<file path="config.mk">
export PLATFORM = sky130hd
export DESIGN_NAME = egress_credit_buffer
export DESIGN_NICKNAME = d
export VERILOG_FILES = /design/src/rtl/egress_credit_buffer.sv
export SDC_FILE = /design/constraint.sdc
export NUM_CORES = 1
export LEC_CHECK = 0
export ABC_AREA = 1
export CAP_MARGIN = 20
export CORE_MARGIN = 1.5
export CORE_UTILIZATION = 45
export CTS_CLUSTER_DIAMETER = 120
export CTS_CLUSTER_SIZE = 28
export DETAILED_ROUTE_END_ITERATION = 7
export SLEW_MARGIN = 20
export SYNTH_ARGS = -nofsm -noshare
export SYNTH_HDL_FRONTEND = slang
export SYNTH_SLANG_ARGS = --single-unit
</file>
<file path="constraint.sdc">
create_clock -name clk -period 4.6 [get_ports clk]
set_clock_uncertainty 0.1 [all_clocks]
set_input_delay 0.92 -clock clk [delete_from_list [all_inputs] [get_ports clk]]
set_output_delay 0.92 -clock clk [all_outputs]
set_load 0.01 [all_outputs]
</file>
<file path="src/rtl/egress_credit_buffer.sv">
// Per-link egress buffer: per-VC FIFOs, per-VC downstream credits, round-robin launch to the endnode.
// Define ECB_STATS_EN to add the sent_cnt / stall_cnt statistics outputs.
//
// state  | meaning
// S_IDLE | output register empty; arbitrate over eligible VCs
// S_SEND | flit held on out_*; wait for out_accept
module egress_credit_buffer #(
  parameter int FLIT_W       = 32,
  parameter int NUM_VCS      = 2,
  parameter int DEPTH        = 8,
  parameter int INIT_CREDITS = 8,
  localparam int VW = (NUM_VCS > 1) ? $clog2(NUM_VCS) : 1,
  localparam int CW = $clog2(INIT_CREDITS + 1)
) (
  input  logic                  clk,
  input  logic                  rst,
  input  logic                  in_valid,
  input  logic [VW-1:0]         in_vc,
  input  logic [FLIT_W-1:0]     in_flit,
  output logic [NUM_VCS-1:0]    in_ready,
  output logic                  out_valid,
  output logic [VW-1:0]         out_vc,
  output logic [FLIT_W-1:0]     out_flit,
  input  logic                  out_accept,
  input  logic [NUM_VCS-1:0]    credit_return,
  output logic [NUM_VCS*CW-1:0] credit_cnt,
  output logic                  credit_err
`ifdef ECB_STATS_EN
  ,
  output logic [NUM_VCS*16-1:0] sent_cnt,
  output logic [15:0]           stall_cnt
`endif
);

  localparam int AW = $clog2(DEPTH);

  typedef enum logic {S_IDLE, S_SEND} state_t;

  state_t              r_state;
  logic [FLIT_W-1:0]   r_mem     [NUM_VCS][DEPTH];
  logic [AW-1:0]       r_wr_ptr  [NUM_VCS];
  logic [AW-1:0]       r_rd_ptr  [NUM_VCS];
  logic [AW:0]         r_count   [NUM_VCS];
  logic [CW-1:0]       r_credit  [NUM_VCS];
  logic [VW-1:0]       r_rr;
  logic [VW-1:0]       r_out_vc;
  logic [FLIT_W-1:0]   r_out_flit;
  logic                r_out_valid;
  logic                r_credit_err;

  logic [NUM_VCS-1:0]  w_ready, w_push, w_pop, w_elig, w_nonempty;
  logic                w_found;
  logic [VW-1:0]       w_pick, w_idx, w_rr_next;
  logic [VW:0]         w_sum;

  always_comb begin
    w_ready    = '0;
    w_push     = '0;
    w_elig     = '0;
    w_nonempty = '0;
    for (int v = 0; v < NUM_VCS; v++) begin
      w_nonempty[v] = (r_count[v] != '0);
      w_elig[v]     = w_nonempty[v] && (r_credit[v] != '0);
      w_ready[v]    = (r_count[v] != (AW+1)'(DEPTH));
      w_push[v]     = in_valid && (in_vc == VW'(v)) && w_ready[v];
    end
  end

  // Round-robin: first eligible VC at or after r_rr, wrapping.
  always_comb begin
    w_found = 1'b0;
    w_pick  = '0;
    w_sum   = '0;
    w_idx   = '0;
    for (int i = 0; i < NUM_VCS; i++) begin
      w_sum = {1'b0, r_rr} + (VW+1)'(i);
      if (w_sum >= (VW+1)'(NUM_VCS)) w_sum = w_sum - (VW+1)'(NUM_VCS);
      w_idx = w_sum[VW-1:0];
      if (!w_found && w_elig[w_idx]) begin
        w_found = 1'b1;
        w_pick  = w_idx;
      end
    end
    w_rr_next = (w_pick == VW'(NUM_VCS - 1)) ? '0 : w_pick + VW'(1);
    w_pop = '0;
    if (r_state == S_IDLE && w_found) w_pop[w_pick] = 1'b1;
  end

  always_ff @(posedge clk) begin
    if (rst) begin
      for (int v = 0; v < NUM_VCS; v++) begin
        r_wr_ptr[v] <= '0;
        r_rd_ptr[v] <= '0;
        r_count[v]  <= '0;
      end
    end else begin
      for (int v = 0; v < NUM_VCS; v++) begin
        if (w_push[v]) begin
          r_mem[v][r_wr_ptr[v]] <= in_flit;
          r_wr_ptr[v]           <= r_wr_ptr[v] + AW'(1);
        end
        if (w_pop[v]) r_rd_ptr[v] <= r_rd_ptr[v] + AW'(1);
        if (w_push[v] && !w_pop[v])      r_count[v] <= r_count[v] + (AW+1)'(1);
        else if (!w_push[v] && w_pop[v]) r_count[v] <= r_count[v] - (AW+1)'(1);
      end
    end
  end

  // A return that lands on a full counter is a downstream bookkeeping error; the count saturates.
  always_ff @(posedge clk) begin
    if (rst) begin
      for (int v = 0; v < NUM_VCS; v++) r_credit[v] <= CW'(INIT_CREDITS);
      r_credit_err <= 1'b0;
    end else begin
      for (int v = 0; v < NUM_VCS; v++) begin
        if (w_pop[v] && !credit_return[v]) begin
          r_credit[v] <= r_credit[v] - CW'(1);
        end else if (credit_return[v] && !w_pop[v]) begin
          if (r_credit[v] == CW'(INIT_CREDITS)) r_credit_err <= 1'b1;
          else                                  r_credit[v]  <= r_credit[v] + CW'(1);
        end
      end
    end
  end

  always_ff @(posedge clk) begin
    if (rst) begin
      r_state     <= S_IDLE;
      r_out_valid <= 1'b0;
      r_out_flit  <= '0;
      r_out_vc    <= '0;
      r_rr        <= '0;
    end else begin
      case (r_state)
        S_IDLE: begin
          if (w_found) begin
            r_out_flit  <= r_mem[w_pick][r_rd_ptr[w_pick]];
            r_out_vc    <= w_pick;
            r_out_valid <= 1'b1;
            r_rr        <= w_rr_next;
            r_state     <= S_SEND;
          end
        end
        S_SEND: begin
          if (out_accept) begin
            r_out_valid <= 1'b0;
            r_state     <= S_IDLE;
          end
        end
        default: r_state <= S_IDLE;
      endcase
    end
  end

  always_comb begin
    credit_cnt = '0;
    for (int v = 0; v < NUM_VCS; v++) credit_cnt[v*CW +: CW] = r_credit[v];
  end

  assign in_ready   = w_ready;
  assign out_valid  = r_out_valid;
  assign out_vc     = r_out_vc;
  assign out_flit   = r_out_flit;
  assign credit_err = r_credit_err;

`ifdef ECB_STATS_EN
  logic [15:0] r_sent [NUM_VCS];
  logic [15:0] r_stall;

  always_ff @(posedge clk) begin
    if (rst) begin
      for (int v = 0; v < NUM_VCS; v++) r_sent[v] <= '0;
      r_stall <= '0;
    end else begin
      if (r_state == S_SEND && out_accept) r_sent[r_out_vc] <= r_sent[r_out_vc] + 16'd1;
      if (r_state == S_IDLE && (|w_nonempty) && !w_found) r_stall <= r_stall + 16'd1;
    end
  end

  always_comb begin
    sent_cnt = '0;
    for (int v = 0; v < NUM_VCS; v++) sent_cnt[v*16 +: 16] = r_sent[v];
  end

  assign stall_cnt = r_stall;
`endif

endmodule
</file>
### Yosys cells after proc, flatten, opt, wreduce, memory -nomap -nowiden

Memories as Yosys holds them, arrays and structs flattened.
Cells that the tools add are included.

* bits in registers: 37
* memory bits (writable): 540
* input port bits: 39
* word-level logic and storage cells: 188
* memories kept: 5

Memory list
* r_mem: words 2, width 256, read ports 1, clocked after memory_dff 0, write ports 1, RTL line 40 `logic [FLIT_W-1:0] r_mem [NUM_VCS][DEPTH];`
* r_count: words 2, width 4, read ports 2, clocked after memory_dff 0, write ports 2, RTL line 43 `logic [AW:0] r_count [NUM_VCS];`
* r_credit: words 2, width 4, read ports 2, clocked after memory_dff 0, write ports 2, RTL line 44 `logic [CW-1:0] r_credit [NUM_VCS];`
* r_rd_ptr: words 2, width 3, read ports 3, clocked after memory_dff 0, write ports 2, RTL line 42 `logic [AW-1:0] r_rd_ptr [NUM_VCS];`
* r_wr_ptr: words 2, width 3, read ports 2, clocked after memory_dff 0, write ports 2, RTL line 41 `logic [AW-1:0] r_wr_ptr [NUM_VCS];`

* $add $sub $neg: 16
* magnitude comparators: 11
* equal/unequal tests: 6
* multiplexer cells: 94
* bitwise gates (word level): 17
* reduce and logical (&&, ||, !) cells: 33

Operators with widths (count)
* $mux W256: 4
* $reduce_or A256 Y1: 1
* $demux W32 S3: 2
* $mux W32: 4
* $bmux W32 S3: 1
* $mux W1: 67
* $mux W4: 8
* $logic_and A1 B1 Y1: 19
* $add A4 B1 Y4 const B: 4
* $reduce_bool A4 Y1: 4
* $sub A4 B1 Y4 const B: 4
* $add A3 B1 Y3 const B: 4
* $ge A4 B4 Y1 const B: 3
* $mux W3: 4
* $not A3 Y4: 3
* $or A1 B1 Y1: 12
* $eq A4 B4 Y1 const B: 2
* $lt A4 B1 Y1 const B: 2
* $ne A4 B4 Y1 const B: 2
* $logic_not A1 Y1: 7
* $lt A1 B2 Y1 const B: 3
* $ne A2 B2 Y1 const B: 2
* $pmux W1 S2: 2
* $reduce_and A2 Y1: 2
* 9 further kinds: 11

### Longest topological paths before layout

An unclocked memory read counts as a cell.

* depth after elaboration: 21
* depth in mapped cells: 18
* depth with buffers taken out: 17

### Worst setup path after synthesis

Ideal clock, no wire load.

* kind: input to register
* start point: input rst
* end point: memory r_mem[1][100] in the netlist's numbering, enable pin
* library setup time: 0.421 ns
* arrival: 3.005 ns
* path slack: 1.074 ns
* cell stages on the path: 5
* path buffers: 1
* path through: clkbuf_1 > nor2_1 > inv_1 > or2_2 > nor2_1

* longest elaborated chain between the ends: 4
* elaborated cells between the ends (all ways): 7
* classes of those cells: mux: 6; reduce/logical: 1

RTL lines
* start, declared: RTL line 16 `input logic rst,`
* $mux W1: RTL line 90 `if (rst) begin`
* $mux W256 (not written as such): RTL line 99 `r_mem[v][r_wr_ptr[v]] <= in_flit;`
* $reduce_or A256 Y1 (no source line)
* $mux W1 (no source line) or $mux W256 (tied branches)
* end, declared: RTL line 40

Parallel ways exist; a longest one is shown, timed or not.

==> flow_metrics.tcl <==
set metrics [dict create \
    status "complete, no violations" \
    slew_headroom_pct 22.5 \
    ctsHoldBuffers 0 \
    first_pass_iters 6 \
    n_fill_cell 4823 \
    wire_per_inst_um 21.3 \
    min_path_type "reg2reg" \
    p_leak_nw 10.2 \
    fmax_mhz 276 \
    start_kind "flop" \
    vias 16500 \
    die_w_um 237 \
    ios 84 \
    postPlaceCellArea_sq_um 26100 \
    overflow 0 \
    antenna_found_initial 0 \
    cts.sinks 577 \
    antenna_left 0 \
    syn2layout_area_growth_pct 9.03 \
    grt_usage_pct 22.8 \
    num-nets-final 2357 \
    netlist.area_leader.share_pct 66.0 \
    cap_violations 0 \
    layout-drive-gt1-share_pct 4.74 \
    rsz0062_at_grt "false" \
    multi_input_area_sq_um 6780 \
    die_area_sq_um 56000 \
    placementRows 85 \
    layout_common_cells "nand2_1, edfxtp_1, nand3_1" \
    grt_max_degree 233 \
    fin_area_sq_um 26800 \
    syn_nets 2345 \
    num_antenna_cells 0 \
    cts_resized 0 \
    clk_pin_slew_worst_paths_ps 110 \
    wirelength_um 64300 \
    ys.warnings.count 0 \
    synth_area_leaders "edfxtp_1, nand2_1, nand3_1, dfxtp_1, buf_2" \
    core_region_area_sq_um 53900 \
    yosysTopAreaCell "edfxtp_1" \
    critical_path.max_fanout 232 \
    via_per_inst 5.48 \
    dpl.hpwl_um 36200 \
    portBuffers 83 \
    dr.first_iter.drc_count 1503 \
    finalCritPeriodShare_pct 78.8 \
    slew_violations 0 \
    cts_tree "yes" \
    htreeDepth 1 \
    yosysUniqueCellTypes 32 \
    drc 0 \
    max-clock-path-buffers 3 \
    ys.flop_type "edfxtp_1" \
    synthArstFlopShare_pct 0 \
    layout_commonest_cell "nand2_1" \
    grt_pass1_wl_um 98100 \
    crit_required_ps 5020 \
    crit_path_end_kind "flop" \
    synth_cells 2291 \
    grt_pass1_vias 15800 \
    worst_ir_drop_vdd_mv 1.06 \
    post-route-min-period_ps 3630 \
    synth_edf_count 540 \
    hold_viol_final 0 \
    gp_congestion 0.793 \
    final-seq-area_sq_um 17000 \
    clock_latency_ps 590 \
    tightest_slew_ps 1160 \
    synth-seq-area-share_pct 69.0 \
    power_per_cell_area_nw_per_um2 722 \
    cp.arrival_ps 4050 \
    finalSetupViolations 0 \
    cts-buffers-inserted 24 \
    start_util_pct 45.6 \
    post_cts_buffers 0 \
    avgSynthCellArea_sq_um 10.7 \
    tns_ps 0 \
    critPathKind "reg2reg" \
    netlist_area_sq_um 24600 \
    die_y_um 237 \
    clockRootBuffer "clkbuf_16" \
    ys_ff_latch 577 \
]
-- metal layers --
metal | global-route usage [%] | vias to the layer above | share of wire (%)
li1 | - | 7764 | -
met1 | 33.0 | 8174 | 45
met2 | 37.6 | 543 | 48
met3 | 2.66 | 59 | 6.0
met4 | 3.85 | 0 | 1.6
met5 | 0 | - | 0
-- cells in the mapped netlist, types with 4 or more instances --
cell and instances:
nor2_2 4, nand3_1 401, nand2_1 986, buf_4 15
inv_2 7, buf_2 74, ha_1 13, dfxtp_1 37
inv_1 44, nor2_1 44, xnor2_1 8, edfxtp_1 540
buf_6 19, xor2_1 10, nand2_2 4, clkbuf_1 27
a21oi_1 35
-- sequential cells by signal, summed over array words and instances, names as in the netlist --
register / count
r_credit: 8
credit_err: 1
r_mem: 512
r_count: 8
r_wr_ptr: 6
out_valid: 1
r_rd_ptr: 6
r_rr: 1
out_flit: 32
r_state: 1
out_vc: 1
-- power breakdown --
part	internal (W)	total, W	switching, W	leakage, nW
Clock	0.00107	0.00265	0.00158	0.344
Sequential	0.00607	0.00625	0.000182	5.21
Combinational	0.00296	0.0104	0.00748	4.69
-- logic make-up (layout without fill, tap and decap cells) --
logic type / after synthesis / after routing / synth area share (%)
DFF: 577 / 577 / 69.0
xor gates and xnor gates: 18 / 18 / 0.642
AOI/OAI and AO/OA: 46 / 46 / 1.10
and+or+nand+nor: 1446 / 1446 / 24.3
buffers and inverters: 189 / 218 / 4.09
adders and majority gates: 15 / 15 / 0.825
-- final cells by class --
| class | count | share of cell area [%] |
|---|---|---|
| Clock buffer | 42 | 2.65 |
| Clock inverter | 1 | 0.0327 |
| Inverter | 53 | 0.771 |
| Multi-Input combinational cell | 1525 | 25.3 |
| Sequential cell | 577 | 63.3 |
| Tap cell | 696 | 3.25 |
| Timing Repair Buffer | 122 | 4.69 |
-- stage by stage --
stage                     total power [W]  hold WS (ps)  util (%)  std cells  setup slack (ps)
after CTS                          0.0194           371      49.7       3016               997
after detailed placement           0.0168           354      48.3       2973              1030
final                              0.0193           369      49.7       3016               974
after global routing               0.0207           388      49.7       3016               642
after floorplan                    0.0138           345         -       2291              1070
after global placement             0.0167           355      48.3       2973              1040
-- worst paths after layout --
| path | from | slack, ps | cells past startpoint | to |
|---|---|---|---|---|
| max | r_credit[0][0] | 970 | 11 | out_flit[19] |
| min | out_flit[8] | 370 | 2 | out_flit[8] |
| max reg2reg | r_credit[0][0] | 970 | 11 | out_flit[19] |
| min reg2reg | out_flit[8] | 370 | 2 | out_flit[8] |
-- critical path: stages (launching register included) --
cell and delay (ps):
edfxtp_1 450, nor2_1 80, nand2_1 120, nand3_4 450
nand2_8 450, buf_12 750, nand2_1 110, nand3_1 140
nand3_1 180, nand3_1 160, nand3_1 140, a21oi_1 160
Power figures use the tool's default switching activity.
